**src/rtl/qed_replay_cache.sv**
```systemverilog
// Replay cache upstream of the QED modify stage: records original instructions
// into a circular buffer and re-issues them in program order for duplication.
module qed_replay_cache #(
    parameter int                  DEPTH     = 16,
    parameter int                  ADDR_W    = 4,
    parameter int                  INSTR_W   = 32,
    parameter logic [INSTR_W-1:0]  NOP_INSTR = 32'h00000013
) (
    input  logic               clk,
    input  logic               rst,
    input  logic               ena,
    input  logic               exec_dup,
    input  logic               stall,
    input  logic [INSTR_W-1:0] ifu_qed_instruction,
    input  logic               ifu_valid,
    output logic               ifu_ready,
    output logic [INSTR_W-1:0] qic_qimux_instruction,
    output logic               qic_valid,
    output logic [ADDR_W:0]    occupancy,
    output logic               full,
    output logic               empty,
    output logic               qed_ready
);

    localparam logic [ADDR_W:0] PTR_ONE = {{ADDR_W{1'b0}}, 1'b1};

    logic [ADDR_W:0]    wr_ptr_q, wr_ptr_d;
    logic [ADDR_W:0]    rd_ptr_q, rd_ptr_d;
    logic [INSTR_W-1:0] out_instr_q, out_instr_d;
    logic               out_valid_q, out_valid_d;
    logic               written_q, written_d;
    logic               qed_ready_q, qed_ready_d;
    logic               mem_we;
    logic [INSTR_W-1:0] mem_q [DEPTH];

    // Pointers carry an extra wrap bit so full and empty are distinguishable.
    assign occupancy = wr_ptr_q - rd_ptr_q;
    assign full      = (wr_ptr_q[ADDR_W] != rd_ptr_q[ADDR_W]) &&
                       (wr_ptr_q[ADDR_W-1:0] == rd_ptr_q[ADDR_W-1:0]);
    assign empty     = (wr_ptr_q == rd_ptr_q);
    assign ifu_ready = !stall && (!ena || (!exec_dup && !full));

    assign qic_qimux_instruction = out_instr_q;
    assign qic_valid             = out_valid_q;
    assign qed_ready             = qed_ready_q;

    always_comb begin
        wr_ptr_d    = wr_ptr_q;
        rd_ptr_d    = rd_ptr_q;
        out_instr_d = out_instr_q;
        out_valid_d = out_valid_q;
        written_d   = written_q;
        qed_ready_d = qed_ready_q;
        mem_we      = 1'b0;

        if (!stall) begin
            out_instr_d = NOP_INSTR;
            out_valid_d = 1'b0;
            if (!ena) begin
                if (ifu_valid) begin
                    out_instr_d = ifu_qed_instruction;
                    out_valid_d = 1'b1;
                end
            end else if (!exec_dup) begin
                if (ifu_valid && !full) begin
                    out_instr_d = ifu_qed_instruction;
                    out_valid_d = 1'b1;
                    // NOP fillers pass through but are never worth duplicating.
                    if (ifu_qed_instruction != NOP_INSTR) begin
                        mem_we    = 1'b1;
                        wr_ptr_d  = wr_ptr_q + PTR_ONE;
                        written_d = 1'b1;
                    end
                end
            end else if (!empty) begin
                out_instr_d = mem_q[rd_ptr_q[ADDR_W-1:0]];
                out_valid_d = 1'b1;
                rd_ptr_d    = rd_ptr_q + PTR_ONE;
            end
            qed_ready_d = (wr_ptr_d == rd_ptr_d) && !exec_dup && written_d;
        end
    end

    always_ff @(posedge clk) begin
        if (rst) begin
            wr_ptr_q    <= '0;
            rd_ptr_q    <= '0;
            out_instr_q <= NOP_INSTR;
            out_valid_q <= 1'b0;
            written_q   <= 1'b0;
            qed_ready_q <= 1'b0;
        end else begin
            wr_ptr_q    <= wr_ptr_d;
            rd_ptr_q    <= rd_ptr_d;
            out_instr_q <= out_instr_d;
            out_valid_q <= out_valid_d;
            written_q   <= written_d;
            qed_ready_q <= qed_ready_d;
        end
    end

    // Storage is not reset; stale entries are unreachable once the pointers clear.
    always_ff @(posedge clk) begin
        if (mem_we && !rst) begin
            mem_q[wr_ptr_q[ADDR_W-1:0]] <= ifu_qed_instruction;
        end
    end

endmodule

```
**config.mk**
```make
export PLATFORM = sky130hd
export DESIGN_NAME = qed_replay_cache
export DESIGN_NICKNAME = d
export VERILOG_FILES = /design/src/rtl/qed_replay_cache.sv
export SDC_FILE = /design/constraint.sdc
export NUM_CORES = 1
export LEC_CHECK = 0
export CAP_MARGIN = 20
export CORE_MARGIN = 2
export CORE_UTILIZATION = 50
export DETAILED_ROUTE_END_ITERATION = 8
export PLACE_DENSITY = 0.76
export RECOVER_POWER = 25
export SLEW_MARGIN = 20
export SYNTH_ARGS = -nofsm -noshare
export SYNTH_HDL_FRONTEND = slang
export SYNTH_SLANG_ARGS = --single-unit
export TNS_END_PERCENT = 20
```
**constraint.sdc**
```tcl
create_clock -name clk -period 10.7 [get_ports clk]
set_input_delay 2.675 -clock clk [delete_from_list [all_inputs] [get_ports clk]]
set_output_delay 2.675 -clock clk [all_outputs]
set_load 0.01 [all_outputs]
```
==> results of run 1 <==
==> worst max-delay path by stage <==
stage	to	slack [ns]	cells past startpoint
3_5_place_dp	ifu_ready	3.47	6
6_report	ifu_ready	3.37	6
3_3_place_gp	ifu_ready	3.46	6
2_1_floorplan	mem_q[0][0]$_DFFE_PP_	4.38	6
5_1_grt	ifu_ready	3.34	6
4_1_cts	ifu_ready	3.44	6
==> area by class of cell <==
class                      count  area (um^2)  area share (%)
sequential                   561        16370           64.63
multi-input combinational    420         5359           21.16
clock buffer                  80         1530           6.043
timing repair buffer         115         1141           4.507
tap                          585        732.0           2.891
clock inverter                17        142.6          0.5633
inverter                      13        50.05          0.1977
==> registers in the layout, summed over array words and instances, names as in the netlist, named ones only <==
signal,count
wr_ptr_q,5
rd_ptr_q,5
qic_qimux_instruction,32
written_q,1
mem_q,512
qic_valid,1
qed_ready,1
==> routing by layer <==
| metal | vias up | wire length [um] |
|---|---|---|
| met5 | - | 0 |
| met3 | 73 | 3560 |
| met2 | 464 | 22620 |
| met4 | 0 | 940 |
| met1 | 5726 | 19480 |
| li1 | 4629 | - |
==> kinds of logic (layout without fill, tap and decap cells) <==
| logic type | Yosys count | after routing |
|---|---|---|
| buffers and inverters | 75 | 225 |
| muxes | 163 | 163 |
| DFF | 561 | 561 |
| AOI/OAI and AO/OA | 93 | 93 |
| adders and majority gates | 10 | 10 |
| xor gates and xnor gates | 19 | 19 |
| and+or+nand+nor | 135 | 135 |
==> cells in the final DEF, fill, tap and decap left out, types with 5 or more instances in the layout <==
cell type          n
clkbuf_1          29
dfxtp_1           45
a21o_1             5
clkdlybuf4s50_1   60
nor2_4            12
clkinv_2          12
mux4_2           160
buf_4             18
clkbuf_8           6
dlygate4sd3_1     18
nor2_1            55
o211ai_1          29
o21ai_0            6
nand2_1           38
buf_12             5
inv_1             12
clkbuf_16         55
a311oi_1          29
a21oi_1            9
nor4_1             6
xnor2_1           16
edfxtp_1         512
ha_1               9
==> synth_stat cells (4+ instances only) <==
master | count | area, um^2
edfxtp_1 | 512 | 15370
mux4_2 | 160 | 3603
nor2_1 | 67 | 251.5
dfxtp_1 | 49 | 980.9
clkbuf_1 | 43 | 161.4
nand2_1 | 38 | 142.6
a311oi_1 | 29 | 254.0
o211ai_1 | 29 | 217.7
xnor2_1 | 16 | 140.1
buf_2 | 15 | 75.07
inv_1 | 12 | 45.04
a21oi_1 | 9 | 45.04
ha_1 | 9 | 112.6
nor3_1 | 8 | 40.04
nor4_1 | 6 | 37.54
o21ai_0 | 6 | 30.03
a21o_1 | 5 | 37.54
buf_1 | 4 | 15.01
nand4_1 | 4 | 25.02
==> critical path: cells and delay by family <==
kind | cells | cell delay, ns
buf+inv | 3 | 1.50
compound gates | 1 | 0.14
simple gates | 2 | 0.30
==> through the flow <==
step | util (%) | hold slack [ns] | area (um^2) | total power, mW
global placement | 54.44 | 0.4425 | 23500 | 2.577
global route | 58.65 | 0.4905 | 25320 | 4.462
detailed placement | 54.58 | 0.4475 | 23560 | 2.581
CTS | 58.45 | 0.4576 | 25230 | 4.376
finish | 58.65 | 0.4665 | 25320 | 4.341
floorplan | - | 0.4257 | 21900 | 2.497
==> power breakdown <==
part           leakage (nW)  internal (mW)  switching [mW]
combinational          1.75         0.0473          0.0767
sequential             5.01           2.40          0.0100
clock                 0.826           1.03           0.775
total                  7.58           3.48           0.861
==> flow_metrics.env, run 1 <==
export IMPL_areaGrowthSynthToFinish_pct=15.63
export IMPL_die_width_um=213.3
export IMPL_tightest_slew_ns=1.015
export IMPL_layout_drive_gt1_share_pct=24.05
export IMPL_place_gp_congestion=0.8242
export IMPL_cp_start_kind="input pin"
export IMPL_initial_core_util_pct=50.72
export IMPL_clock_latency_ns=0.59
export IMPL_use_met2_pct=33.43
export IMPL_ctsHoldBuffers=0
export IMPL_syn_inst=1056
export IMPL_grt_setup_unrepaired="false"
export IMPL_synth_area_per_cell_um2=20.74
export IMPL_fin_nets=1212
export IMPL_reg2reg_depth=9
export IMPL_reg2reg_slack_ns=6.23
export IMPL_drc=0
export IMPL_p_leak_nw=7.577
export IMPL_cp_required_ns=8.03
export IMPL_whs_path_depth=2
export IMPL_wire_per_inst_um=26.02
export IMPL_antenna_found_initial=0
export IMPL_synth_seq_cells=561
export IMPL_place_hpwl_mm=25.90
export IMPL_synth_compound_area_share_pct=3.331
export IMPL_power_density_nw_per_um2=171.4
export IMPL_path_class="in -> out"
export IMPL_grt_busiest_layer="met2"
export IMPL_yosys_cell_types_count=43
export IMPL_hold_viol_final=0
export IMPL_final_setup_worst_slack_ns=3.373
export IMPL_cts_tree="yes"
export IMPL_fp_dieH_um=213.3
export IMPL_cts_setup_buffers=0
export IMPL_slew_headroom_pct=32.31
export IMPL_grtUsageMet1_pct=30.86
export IMPL_via_per_inst=6.082
export IMPL_yosys_area_share_simple_pct=2.646
export IMPL_yosysWarnings=0
export IMPL_max_stage_delay_ns=0.60
export IMPL_drtIter0Drc=1035
export IMPL_fin_cells=1791
export IMPL_drtPass1Iterations=5
export IMPL_period_minus_slack_ns=7.327
export IMPL_dp_worst_setup_slack_ns=3.466
export IMPL_tns_ns=0
export IMPL_setup_violations=0
export IMPL_synthXorXnorAreaFrac_pct=0.7600
export IMPL_yosys_area_share_adder_pct=0.6057
export IMPL_cts_buffers=53
export IMPL_async_flop_share_pct=0
export IMPL_seq_area_frac_synth_pct=74.69
export IMPL_ir_drop_v=0.0001310
export IMPL_io_pins=80
export IMPL_dr_total_vias=10892
export IMPL_crit_start="exec_dup"
export IMPL_holdCritStartpoint="written_q$_SDFFE_PP0N_"
export IMPL_synth_edf_count=512
export IMPL_clock_sinks=561
export IMPL_synth_nets=1104
export IMPL_grt_pass1_wl_mm=69.64
export IMPL_core_area_um2=43170
export IMPL_grt_max_degree=72
export IMPL_core_rowCount=76
export IMPL_grt_use_total_pct=21.04
export IMPL_clock_fmax_mhz=136.5
export IMPL_root_buffer="clkbuf_16"
export IMPL_slew_violations=0
export IMPL_cp_cell_sequence="clkdlybuf4s50_1 > a21oi_4 > buf_4 > nor2_1 > nor2_1 > clkdlybuf4s50_1"
export IMPL_clk_path_buf_depth=3
export IMPL_grt_use_met3_pct=3.692
export IMPL_cts_resized=0
export IMPL_drt_wl_total_mm=46.61
export IMPL_setup_worst_path_end_class="output port"
export IMPL_clk_pin_slew_ns=0.06
export IMPL_min_path_type="reg -> reg"
export IMPL_min_delay_worst_endpoint="written_q$_SDFFE_PP0N_"
export IMPL_dieArea_um2=45480
export IMPL_overflow=0
export IMPL_placed_cells=1689
export IMPL_rr_startpoint="wr_ptr_q[2]$_SDFFE_PP0N_"
export IMPL_post_route_period_util_pct=68.48
export IMPL_syn_area_um2=21900
export IMPL_grt_pass1_vias=10970
export IMPL_skew_ns=0.01801
export IMPL_diodes=0
export IMPL_muxShareOfSynthArea_pct=16.59
export IMPL_ctsHtreeMaxLevel=2
export IMPL_cp_slowest_cell="clkdlybuf4s50_1"
export IMPL_antenna_left=0
export IMPL_status="finished, final reports clean"
export IMPL_port_buffers=79
export IMPL_maxCapViolCount=0
export IMPL_cp_arrival_ns=4.65
export IMPL_r2r_end="mem_q[8][28]$_DFFE_PP_"
export IMPL_path_max_fanout=33
export IMPL_synth_top_family_by_area="multiplexers"
export IMPL_ys_flop_type="edfxtp_1"
export IMPL_fillers=3089
Power figures use the tool's default switching activity.
==> run 2, diff against run 1 <==
==> constraint.sdc (replaced) <==
create_clock -name clk -period 7.2 [get_ports clk]
set_input_delay 1.8 -clock clk [delete_from_list [all_inputs] [get_ports clk]]
set_output_delay 1.8 -clock clk [all_outputs]
set_load 0.01 [all_outputs]
==> run 2 against run 1 <==
  * Utilization is 0.40 points higher
  * Design area is 0.68% higher
  * Combinational power is 54% higher
  * Largest cell class unchanged
  * Highest routed layer is now met5
==> flow_metrics.env, run 2 (synthesis results as in run 1) <==
export IMPL_status="finished, final reports clean"
export IMPL_path_class="in -> reg"
export IMPL_dr_total_vias=11085
export IMPL_clk_path_buf_depth=3
export IMPL_drtIter0Drc=1194
export IMPL_cts_tree="yes"
export IMPL_hold_slack_ns=0.4852
export IMPL_core_rowCount=76
export IMPL_via_per_inst=6.114
export IMPL_slew_headroom_pct=22.64
export IMPL_clock_latency_ns=0.60
export IMPL_place_hpwl_mm=27.93
export IMPL_cp_start_kind="input pin"
export IMPL_path_max_fanout=18
export IMPL_ctsHoldBuffers=0
export IMPL_tightest_slew_ns=1.160
export IMPL_antenna_found_initial=3
export IMPL_min_path_type="reg -> reg"
export IMPL_hold_viol_final=0
export IMPL_io_pins=80
export IMPL_skew_ns=0.01842
export IMPL_grt_pass1_wl_mm=73.61
export IMPL_wire_per_inst_um=27.29
export IMPL_stdcell_area_um2=25490
export IMPL_core_area_um2=43170
export IMPL_grt_max_degree=96
export IMPL_antenna_left=0
export IMPL_p_leak_nw=7.644
export IMPL_power_density_nw_per_um2=253.7
export IMPL_diodes=0
export IMPL_cts_buffers=55
export IMPL_cts_setup_buffers=0
export IMPL_layout_drive_gt1_share_pct=24.84
export IMPL_overflow=0
export IMPL_grt_use_total_pct=22.38
export IMPL_port_buffers=79
export IMPL_slew_violations=0
export IMPL_setup_worst_path_end_class="flip-flop"
export IMPL_fin_nets=1230
export IMPL_drt_wl_total_mm=49.48
export IMPL_place_gp_congestion=0.7884
export IMPL_initial_core_util_pct=50.72
export IMPL_tns_ns=0
export IMPL_root_buffer="clkbuf_16"
export IMPL_clk_pin_slew_ns=0.06
export IMPL_post_route_period_util_pct=74.37
export IMPL_setup_violations=0
export IMPL_fillers=3053
export IMPL_post_dp_cell_area_um2=23840
export IMPL_clock_fmax_mhz=186.8
export IMPL_die_width_um=213.3
export IMPL_layout_common_cells="edfxtp_1, mux4_2, clkdlybuf4s50_1"
export IMPL_drtPass1Iterations=7
export IMPL_areaGrowthSynthToFinish_pct=16.42
export IMPL_cp_arrival_ns=5.66
export IMPL_ctsHtreeMaxLevel=2
export IMPL_dieArea_um2=45480
export IMPL_grt_pass1_vias=11432
export IMPL_clock_sinks=561
export IMPL_ir_drop_v=0.0001837
export IMPL_cts_resized=0
export IMPL_largest_reg_flops=512
export IMPL_fp_dieH_um=213.3
export IMPL_reg2reg_slack_ns=2.57
export IMPL_final_common_cell="edfxtp_1"
export IMPL_grt_setup_unrepaired="false"
export IMPL_maxCapViolCount=0
export IMPL_drc=0
export IMPL_cp_required_ns=7.51
export IMPL_period_minus_slack_ns=5.355
## run 2: per-layer routing
| layer | vias to the layer above | track usage [%] | part of all wire (%) |
|---|---|---|---|
| li1 | 4662 | - | - |
| met3 | 76 | 6.016 | 9.0 |
| met4 | 4 | 5.364 | 1.8 |
| met2 | 557 | 35.86 | 49 |
| met5 | - | 0 | 0.069 |
| met1 | 5786 | 31.02 | 40 |
## run 2: worst max-delay path: stages
cell and delay (ns):
dlygate4sd3_1 0.52, clkbuf_1 0.57, nor4bb_1 0.52, nand4_1 0.40, o2111ai_1 0.76, nor2_1 0.18
nand2_1 0.38, nor2_4 0.21, buf_4 0.31
## run 2: layout make-up
cell class              count  area (um^2)  share of cell area (%)
clock buffers              74         1520                   5.964
multi-input cells         420         5359                   21.02
clock inverters            29        180.2                  0.7068
flip-flops and latches    561        16370                   64.20
repair buffers            131         1286                   5.046
inverters                  13        48.80                  0.1914
well taps                 585        732.0                   2.871
## run 2: where the power goes
group          internal [mW]  leakage (nW)  switching, mW
Clock                   1.52         0.825           1.18
Combinational         0.0734          1.81          0.118
Sequential              3.56          5.01         0.0136
Total                   5.15          7.64           1.31
## run 2: worst paths after layout
path	startpoint	to	cells past startpoint
setup / recovery	ifu_qed_instruction[0]	mem_q[15][17]$_DFFE_PP_	9
hold / removal	qic_qimux_instruction[25]$_SDFFE_PP0N_	qic_qimux_instruction[25]$_SDFFE_PP0N_	2
setup reg to reg	wr_ptr_q[2]$_SDFFE_PP0N_	mem_q[15][17]$_DFFE_PP_	9
hold reg to reg	qic_qimux_instruction[25]$_SDFFE_PP0N_	qic_qimux_instruction[25]$_SDFFE_PP0N_	2
## run 2: stage by stage
stage	setup slack [ns]	instances	utilization (%)	total power, mW
after floorplan	1.753	1056	-	3.711
after global placement	1.680	1701	54.73	3.838
after detailed placement	1.607	1709	55.22	3.845
after CTS	1.959	1812	59.16	6.510
after global routing	1.610	1813	59.05	6.644
final	1.845	1813	59.05	6.468
